==> config.mk <==
export PLATFORM = sky130hd
export DESIGN_NAME = collision_engine
export DESIGN_NICKNAME = d
export VERILOG_FILES = /design/src/rtl/collision_pkg.sv /design/src/rtl/tube_hit_check.sv /design/src/rtl/collision_engine.sv
export SDC_FILE = /design/constraint.sdc
export NUM_CORES = 1
export LEC_CHECK = 0
export BUFFER_PORTS_ARGS = -buffer_cell sky130_fd_sc_hd__buf_2
export CAP_MARGIN = 40
export CORE_MARGIN = 4
export CORE_UTILIZATION = 42
export DETAILED_ROUTE_END_ITERATION = 6
export PLACE_DENSITY = 0.75
export SKIP_CTS_REPAIR_TIMING = 1
export SLEW_MARGIN = 10
export SYNTH_ARGS = -nofsm -noshare
export SYNTH_HDL_FRONTEND = slang
export SYNTH_SLANG_ARGS = --single-unit
==> constraint.sdc <==
create_clock -name clk -period 4.25 [get_ports clk]
set_input_delay 0.2125 -clock clk [delete_from_list [all_inputs] [get_ports clk]]
set_output_delay 0.2125 -clock clk [all_outputs]
set_load 0.02 [all_outputs]
==> src/rtl/collision_pkg.sv <==
// Shared encodings and default geometry for the collision engine and the
// tube/bird position generators.
package collision_pkg;

    localparam int DEF_W          = 10;
    localparam int DEF_NUM_TUBES  = 3;
    localparam int DEF_BIRD_X     = 225;
    localparam int DEF_BIRD_W     = 25;
    localparam int DEF_BIRD_H     = 25;
    localparam int DEF_TUBE_W     = 100;
    localparam int DEF_GAP_H      = 100;
    localparam int DEF_SCREEN_H   = 480;
    localparam int DEF_TOP_MARGIN = 1;

    typedef enum logic [1:0] {
        CAUSE_NONE  = 2'd0,
        CAUSE_TUBE  = 2'd1,
        CAUSE_CEIL  = 2'd2,
        CAUSE_FLOOR = 2'd3
    } cause_e;

    typedef enum logic [1:0] {
        ST_IDLE   = 2'd0,
        ST_SCAN   = 2'd1,
        ST_BOUNDS = 2'd2,
        ST_REPORT = 2'd3
    } state_e;

    // Width of a tube index; a single-tube build still needs one bit.
    function automatic int idx_width(input int n);
        return (n > 1) ? $clog2(n) : 1;
    endfunction

endpackage

==> src/rtl/tube_hit_check.sv <==
// Combinational bird-versus-one-tube test. All sums carry one extra bit so
// tubes near the right screen edge never wrap into the bird's column.
module tube_hit_check #(
    parameter int W      = 10,
    parameter int BIRD_X = 225,
    parameter int BIRD_W = 25,
    parameter int BIRD_H = 25,
    parameter int TUBE_W = 100,
    parameter int GAP_H  = 100
) (
    input  logic [W-1:0] tube_x,
    input  logic [W-1:0] tube_y,
    input  logic [W-1:0] bird_y,
    output logic         hit
);

    logic [W:0] w_tube_x;
    logic [W:0] w_tube_y;
    logic [W:0] w_bird_y;
    logic       w_overlap;
    logic       w_outside_gap;

    assign w_tube_x = {1'b0, tube_x};
    assign w_tube_y = {1'b0, tube_y};
    assign w_bird_y = {1'b0, bird_y};

    assign w_overlap = (w_tube_x < (W+1)'(BIRD_X + BIRD_W)) &&
                       ((w_tube_x + (W+1)'(TUBE_W)) > (W+1)'(BIRD_X));

    assign w_outside_gap = (w_bird_y < w_tube_y) ||
                           ((w_bird_y + (W+1)'(BIRD_H)) > (w_tube_y + (W+1)'(GAP_H)));

    assign hit = w_overlap && w_outside_gap;

endmodule

==> src/rtl/collision_engine.sv <==
// Per-frame collision evaluator: snapshots positions on frame_tick, scans one
// tube per cycle, checks ceiling/floor, then reports a sticky first cause.
module collision_engine
    import collision_pkg::*;
#(
    parameter int W          = DEF_W,
    parameter int NUM_TUBES  = DEF_NUM_TUBES,
    parameter int BIRD_X     = DEF_BIRD_X,
    parameter int BIRD_W     = DEF_BIRD_W,
    parameter int BIRD_H     = DEF_BIRD_H,
    parameter int TUBE_W     = DEF_TUBE_W,
    parameter int GAP_H      = DEF_GAP_H,
    parameter int SCREEN_H   = DEF_SCREEN_H,
    parameter int TOP_MARGIN = DEF_TOP_MARGIN
) (
    input  logic                              clk,
    input  logic                              rst_n,
    input  logic                              frame_tick,
    input  logic                              clear,
    input  logic [NUM_TUBES*W-1:0]            tube_x,
    input  logic [NUM_TUBES*W-1:0]            tube_y,
    input  logic [W-1:0]                      bird_y,
    output logic                              busy,
    output logic                              done,
    output logic                              lose,
    output logic [1:0]                        hit_cause,
    output logic [idx_width(NUM_TUBES)-1:0]   hit_tube,
    output logic                              overrun
);

    localparam int             IW       = idx_width(NUM_TUBES);
    localparam logic [IW-1:0]  LAST_IDX = IW'(NUM_TUBES - 1);

    state_e          r_state;
    logic [W-1:0]    r_tx [NUM_TUBES];
    logic [W-1:0]    r_ty [NUM_TUBES];
    logic [W-1:0]    r_by;
    logic [IW-1:0]   r_idx;
    logic            r_frame_hit;
    logic [IW-1:0]   r_frame_tube;
    logic            r_busy;
    logic            r_done;
    logic            r_lose;
    cause_e          r_cause;
    logic [IW-1:0]   r_tube;
    logic            r_overrun;

    logic            w_tube_hit;
    logic            w_ceil;
    logic            w_floor;
    cause_e          w_final_cause;
    logic [IW-1:0]   w_final_tube;

    tube_hit_check #(
        .W      (W),
        .BIRD_X (BIRD_X),
        .BIRD_W (BIRD_W),
        .BIRD_H (BIRD_H),
        .TUBE_W (TUBE_W),
        .GAP_H  (GAP_H)
    ) u_tube_hit_check (
        .tube_x (r_tx[r_idx]),
        .tube_y (r_ty[r_idx]),
        .bird_y (r_by),
        .hit    (w_tube_hit)
    );

    assign w_ceil  = ({1'b0, r_by} <= (W+1)'(TOP_MARGIN));
    assign w_floor = (({1'b0, r_by} + (W+1)'(BIRD_H)) >= (W+1)'(SCREEN_H - 1));

    // Resolve the frame's cause: lowest tube hit, then ceiling, then floor.
    always_comb begin
        w_final_cause = CAUSE_NONE;
        w_final_tube  = '0;
        if (r_frame_hit) begin
            w_final_cause = CAUSE_TUBE;
            w_final_tube  = r_frame_tube;
        end else if (w_ceil) begin
            w_final_cause = CAUSE_CEIL;
        end else if (w_floor) begin
            w_final_cause = CAUSE_FLOOR;
        end else begin
            w_final_cause = CAUSE_NONE;
        end
    end

    // Evaluation FSM with snapshot, scan accumulator and sticky result.
    always_ff @(posedge clk or negedge rst_n) begin
        if (!rst_n) begin
            r_state      <= ST_IDLE;
            for (int i = 0; i < NUM_TUBES; i++) begin
                r_tx[i] <= '0;
                r_ty[i] <= '0;
            end
            r_by         <= '0;
            r_idx        <= '0;
            r_frame_hit  <= 1'b0;
            r_frame_tube <= '0;
            r_busy       <= 1'b0;
            r_done       <= 1'b0;
            r_lose       <= 1'b0;
            r_cause      <= CAUSE_NONE;
            r_tube       <= '0;
            r_overrun    <= 1'b0;
        end else if (clear) begin
            r_state      <= ST_IDLE;
            r_idx        <= '0;
            r_frame_hit  <= 1'b0;
            r_frame_tube <= '0;
            r_busy       <= 1'b0;
            r_done       <= 1'b0;
            r_lose       <= 1'b0;
            r_cause      <= CAUSE_NONE;
            r_tube       <= '0;
            r_overrun    <= 1'b0;
        end else begin
            r_done <= 1'b0;
            if (frame_tick && (r_state != ST_IDLE)) begin
                r_overrun <= 1'b1;
            end
            case (r_state)
                ST_IDLE: begin
                    if (frame_tick) begin
                        for (int i = 0; i < NUM_TUBES; i++) begin
                            r_tx[i] <= tube_x[i*W +: W];
                            r_ty[i] <= tube_y[i*W +: W];
                        end
                        r_by         <= bird_y;
                        r_idx        <= '0;
                        r_frame_hit  <= 1'b0;
                        r_frame_tube <= '0;
                        r_busy       <= 1'b1;
                        r_state      <= ST_SCAN;
                    end
                end
                ST_SCAN: begin
                    if (w_tube_hit && !r_frame_hit) begin
                        r_frame_hit  <= 1'b1;
                        r_frame_tube <= r_idx;
                    end
                    if (r_idx == LAST_IDX) begin
                        r_state <= ST_BOUNDS;
                    end else begin
                        r_idx <= r_idx + IW'(1);
                    end
                end
                ST_BOUNDS: begin
                    // Result and done land together on entry to REPORT.
                    r_done  <= 1'b1;
                    r_state <= ST_REPORT;
                    if (!r_lose && (w_final_cause != CAUSE_NONE)) begin
                        r_lose  <= 1'b1;
                        r_cause <= w_final_cause;
                        r_tube  <= w_final_tube;
                    end
                end
                ST_REPORT: begin
                    r_busy  <= 1'b0;
                    r_state <= ST_IDLE;
                end
                default: begin
                    r_busy  <= 1'b0;
                    r_state <= ST_IDLE;
                end
            endcase
        end
    end

    assign busy      = r_busy;
    assign done      = r_done;
    assign lose      = r_lose;
    assign hit_cause = r_cause;
    assign hit_tube  = r_tube;
    assign overrun   = r_overrun;

endmodule

==> run summary <==
- 4.22 ns — crit path DAT
- flop — crit path launch type
- 2.65 nW — leak pwr
- sky130_fd_sc_hd__dfrtp_1 — Synth Flop Type
- 0 — EDFF count, synth
- 991 — count of fill cells added during filler insertion
- sky130_fd_sc_hd__o21ai_0 — slowest stage cell on the critical path
- 818 nW/um2 — Power per Cell Area
- 1.00 — async set-or-reset flop fraction in the synthesized netlist
- 0.556 — worst slew slack as a fraction of its limit
- 524 — number of nets produced by synthesis
- 606 — net count reported at finish
- 252 MHz — highest clock frequency the design can meet
- sky130_fd_sc_hd__o21ai_0 — most prevalent standard cell on the critical path
- 11,400 um2 — floorplan core area
- tube_y[28] — worst min-delay path startpoint
- 5820 um2 — Final Instance Area
- 11.7 um2 — mean area per synthesized cell
- 9 — CTS Buf Count
- 116 um — x dimension of the die
- no — RSZ-0062 raised after global routing
- 8210 um — final HPWL from detailed placement
- 81 — Port Buf Inserts
- 2 — Worst Hold Depth
- 19.6% — layout overhead on the synthesized area
- 0 — number of synthesis warnings
- buf_4 > mux2i_1 > o21ai_0 > nand3_1 > and3_1 > nor3_1 > xnor2_1 > ha_1 > nand4_1 > or3_1 > a221o_1 > o21ai_0 > o311ai_0 > o211ai_1 — CP cell instances
- 0 — max capacitance violation total
- 0.163 — global-route usage over all layers
- 4.50 ns — worst path required time
- 0.437 — sequential-to-total area share from yosys stat
- 3 — Clock H-tree levels
- 2 — number of buffers on the longest clock path
- 13,400 um2 — Die Area
- 1 — buffering stage count on the worst path with inverters included
- 4860 um2 — Netlist Area Pre-Place
- 16.2 um — average wire per cell in the routed design
- compound AO/OA/AOI/OAI gates — cell type group with the largest total delay on the critical path
- 0.934 — share of the clock period used by the worst path
- 0.06 ns — CTS clock-pin slew for the worst setup and hold paths
- 10,400 um — WL final
- 143 — Initial DRC Count
- 5 — number of search-and-repair iterations in the first detailed-routing pass
- 0.53 ns — CP max stage delay
- in2reg — worst min-delay path class
- 0 — hold violation count in the final report
- 416 — Mapped Cells
- r_frame_tube[1] — endpoint of the lowest-slack register-to-register path
- 0 — final setup vio count
- 0.370 — fraction of final layout cells with drive strength greater than 1
- 0.827 — GPL Wtd Cong
- reg2reg — category of the most critical setup path
- 17,100 um — wire length of the first global-routing pass
- 5.32 — via density per instance
- 3.97 ns — final critical delay including setup and external delays
- 2130 um2 — Sequential cell area
- 116 um — die boundary height
- r_ty[8] — sink of the worst hold path
- 0.428 — effective utilization at floorplan
- r_idx[1] — R2R Path Start
- 39 — FP Rows
- 53 — largest net degree at the start of global routing
- 0.000334 V — Peak VDD IR
- 59 — count of different cell masters after synthesis
- r_idx[1] — startpoint of the worst setup timing path
- 85 — clock sinks
- 0.00555 ns — clock skew
- 0.28 ns — R2R setup slack
- 3,586 — vias in the first global route
- sky130_fd_sc_hd__clkbuf_16 — buffer type at the clock tree root
- 9 — worst-path maximum fanout
- 0 — antenna violations before repair
- 0.659 ns — transition time at the pin with the least slew margin
- 0 ns — Sum Neg Setup Slack
- 82 — I/O Pins
- 0 — Final Slew Violations
- 0.512 — share of the core filled with cells
- 14 — Worst Reg2Reg Path Length in Cells
- 3,435 — total via count after detailed routing
- 85 — post-synthesis register bit count
- 0 — overflow left after global routing
- 2560 um2 — multi-input combinational cell area
- 0 — Final ANT Viol Nets
- 0.34 ns — worst skew pair latency
- built — TritonCTS clock tree
- 0 — total inserted antenna cells
- completed — run status
- flop — nature of the critical path endpoint
- 5450 um2 — total placed instance area
- 0 — DRC violation count after routing
[registers in the layout, indices dropped and copies added, names as in the netlist]
signal / cells
done: 1
r_tx: 30
busy: 1
r_by: 10
r_ty: 30
r_idx: 2
hit_cause: 2
overrun: 1
r_frame_hit: 1
r_frame_tube: 2
r_state: 2
hit_tube: 2
lose: 1
[how the worst max path moves through the flow]
| stage | cells after the start | end |
|---|---|---|
| floorplan | 17 | r_frame_tube[0] |
| global placement | 14 | r_frame_tube[0] |
| detailed placement | 14 | r_frame_tube[1] |
| CTS | 14 | r_frame_tube[1] |
| global route | 14 | r_frame_tube[0] |
| finish | 14 | r_frame_tube[1] |
[placed cells by master (no fill, tap or decap), types with 9 or more instances in the layout]
cell                        synthesis  layout
sky130_fd_sc_hd__buf_2              4      80
sky130_fd_sc_hd__mux2i_1           19      19
sky130_fd_sc_hd__nand2_1           20      20
sky130_fd_sc_hd__dfrtp_1           85      85
sky130_fd_sc_hd__xnor2_1           10      10
sky130_fd_sc_hd__a21oi_1           18      18
sky130_fd_sc_hd__o21ai_0           15      14
sky130_fd_sc_hd__clkbuf_16          0       9
sky130_fd_sc_hd__nor2_1            15      15
sky130_fd_sc_hd__mux2_2            72      72
sky130_fd_sc_hd__inv_1             25      25
sky130_fd_sc_hd__ha_1              34      34
[power breakdown]
part / switching (mW) / leakage, nW / internal [mW] / total, mW
sequential: 0.304 / 1.03 / 1.18 / 1.49
combinational: 1.22 / 1.45 / 1.14 / 2.36
clock: 0.315 / 0.170 / 0.592 / 0.907
[through the flow]
| step | std cells | hold slack, ns | worst slack [ns] | total power, mW |
|---|---|---|---|---|
| after floorplan | 416 | -0.0831 | 0.715 | 3.24 |
| after global placement | 627 | 0.445 | 0.485 | 3.71 |
| after detailed placement | 629 | 0.209 | 0.169 | 3.86 |
| after CTS | 645 | -0.162 | 0.135 | 4.79 |
| after global routing | 646 | 0.0904 | 0.0538 | 5.17 |
| final | 646 | 0.0996 | 0.279 | 4.76 |
[kinds of logic (layout without fill, tap and decap cells)]
group	count (synthesis)	after routing	synth area share
AOI/OAI and AO/OA	79	79	0.124
xor gates and xnor gates	15	15	0.0270
adders and majority gates	34	34	0.0875
buffers and inverters	42	129	0.0396
DFF	85	85	0.437
muxes	92	92	0.209
and+or+nand+nor	69	69	0.0759
[routing by layer]
metal / vias up / GRT usage / wire (um) / share of wire
li1: 1682 / - / - / -
met1: 1666 / 0.212 / 4800 / 0.46
met2: 75 / 0.265 / 4970 / 0.48
met3: 12 / 0.0392 / 504 / 0.048
met4: 0 / 0.0579 / 161 / 0.015
met5: - / 0 / 0 / 0
[area by class of cell]
| class | instances | area share |
|---|---|---|
| multi-input combinational | 289 | 0.441 |
| clock buffer | 11 | 0.0417 |
| timing repair buffer | 88 | 0.0865 |
| sequential | 85 | 0.366 |
| tap | 143 | 0.0308 |
| clock inverter | 5 | 0.0185 |
| inverter | 25 | 0.0161 |
[worst reg2reg max path, delay by kind of cell, from the launching register on]
kind	cells	cell delay (ns)
compound gates	5	1.57
flops	1	0.42
mux	1	0.13
simple gates	5	1.15
xor+xnor	1	0.10
buf+inv	1	0.20
fa+ha+maj	1	0.32
[synth_stat cells (3+ instances only)]
library cell                instances  share of area
sky130_fd_sc_hd__ha_1              34          0.087
sky130_fd_sc_hd__nand3b_1           4         0.0062
sky130_fd_sc_hd__a21oi_1           18          0.019
sky130_fd_sc_hd__o211ai_1           8          0.012
sky130_fd_sc_hd__nor2b_1            4         0.0051
sky130_fd_sc_hd__dfrtp_1           85           0.44
sky130_fd_sc_hd__xor2_1             5         0.0090
sky130_fd_sc_hd__nor2_1            15          0.012
sky130_fd_sc_hd__buf_6              3         0.0069
sky130_fd_sc_hd__nand3_1            7         0.0072
sky130_fd_sc_hd__nor4_1             3         0.0039
sky130_fd_sc_hd__mux2i_1           19          0.039
sky130_fd_sc_hd__inv_1             25          0.019
sky130_fd_sc_hd__o2bb2ai_1          3         0.0054
sky130_fd_sc_hd__buf_2              4         0.0041
sky130_fd_sc_hd__o21a_1             3         0.0046
sky130_fd_sc_hd__nand2_1           20          0.015
sky130_fd_sc_hd__mux2_2            72           0.17
sky130_fd_sc_hd__o21ai_0           15          0.015
sky130_fd_sc_hd__a21o_1             3         0.0046
sky130_fd_sc_hd__clkbuf_1           7         0.0054
sky130_fd_sc_hd__xnor2_1           10          0.018
(Power assumes the default switching activity.)
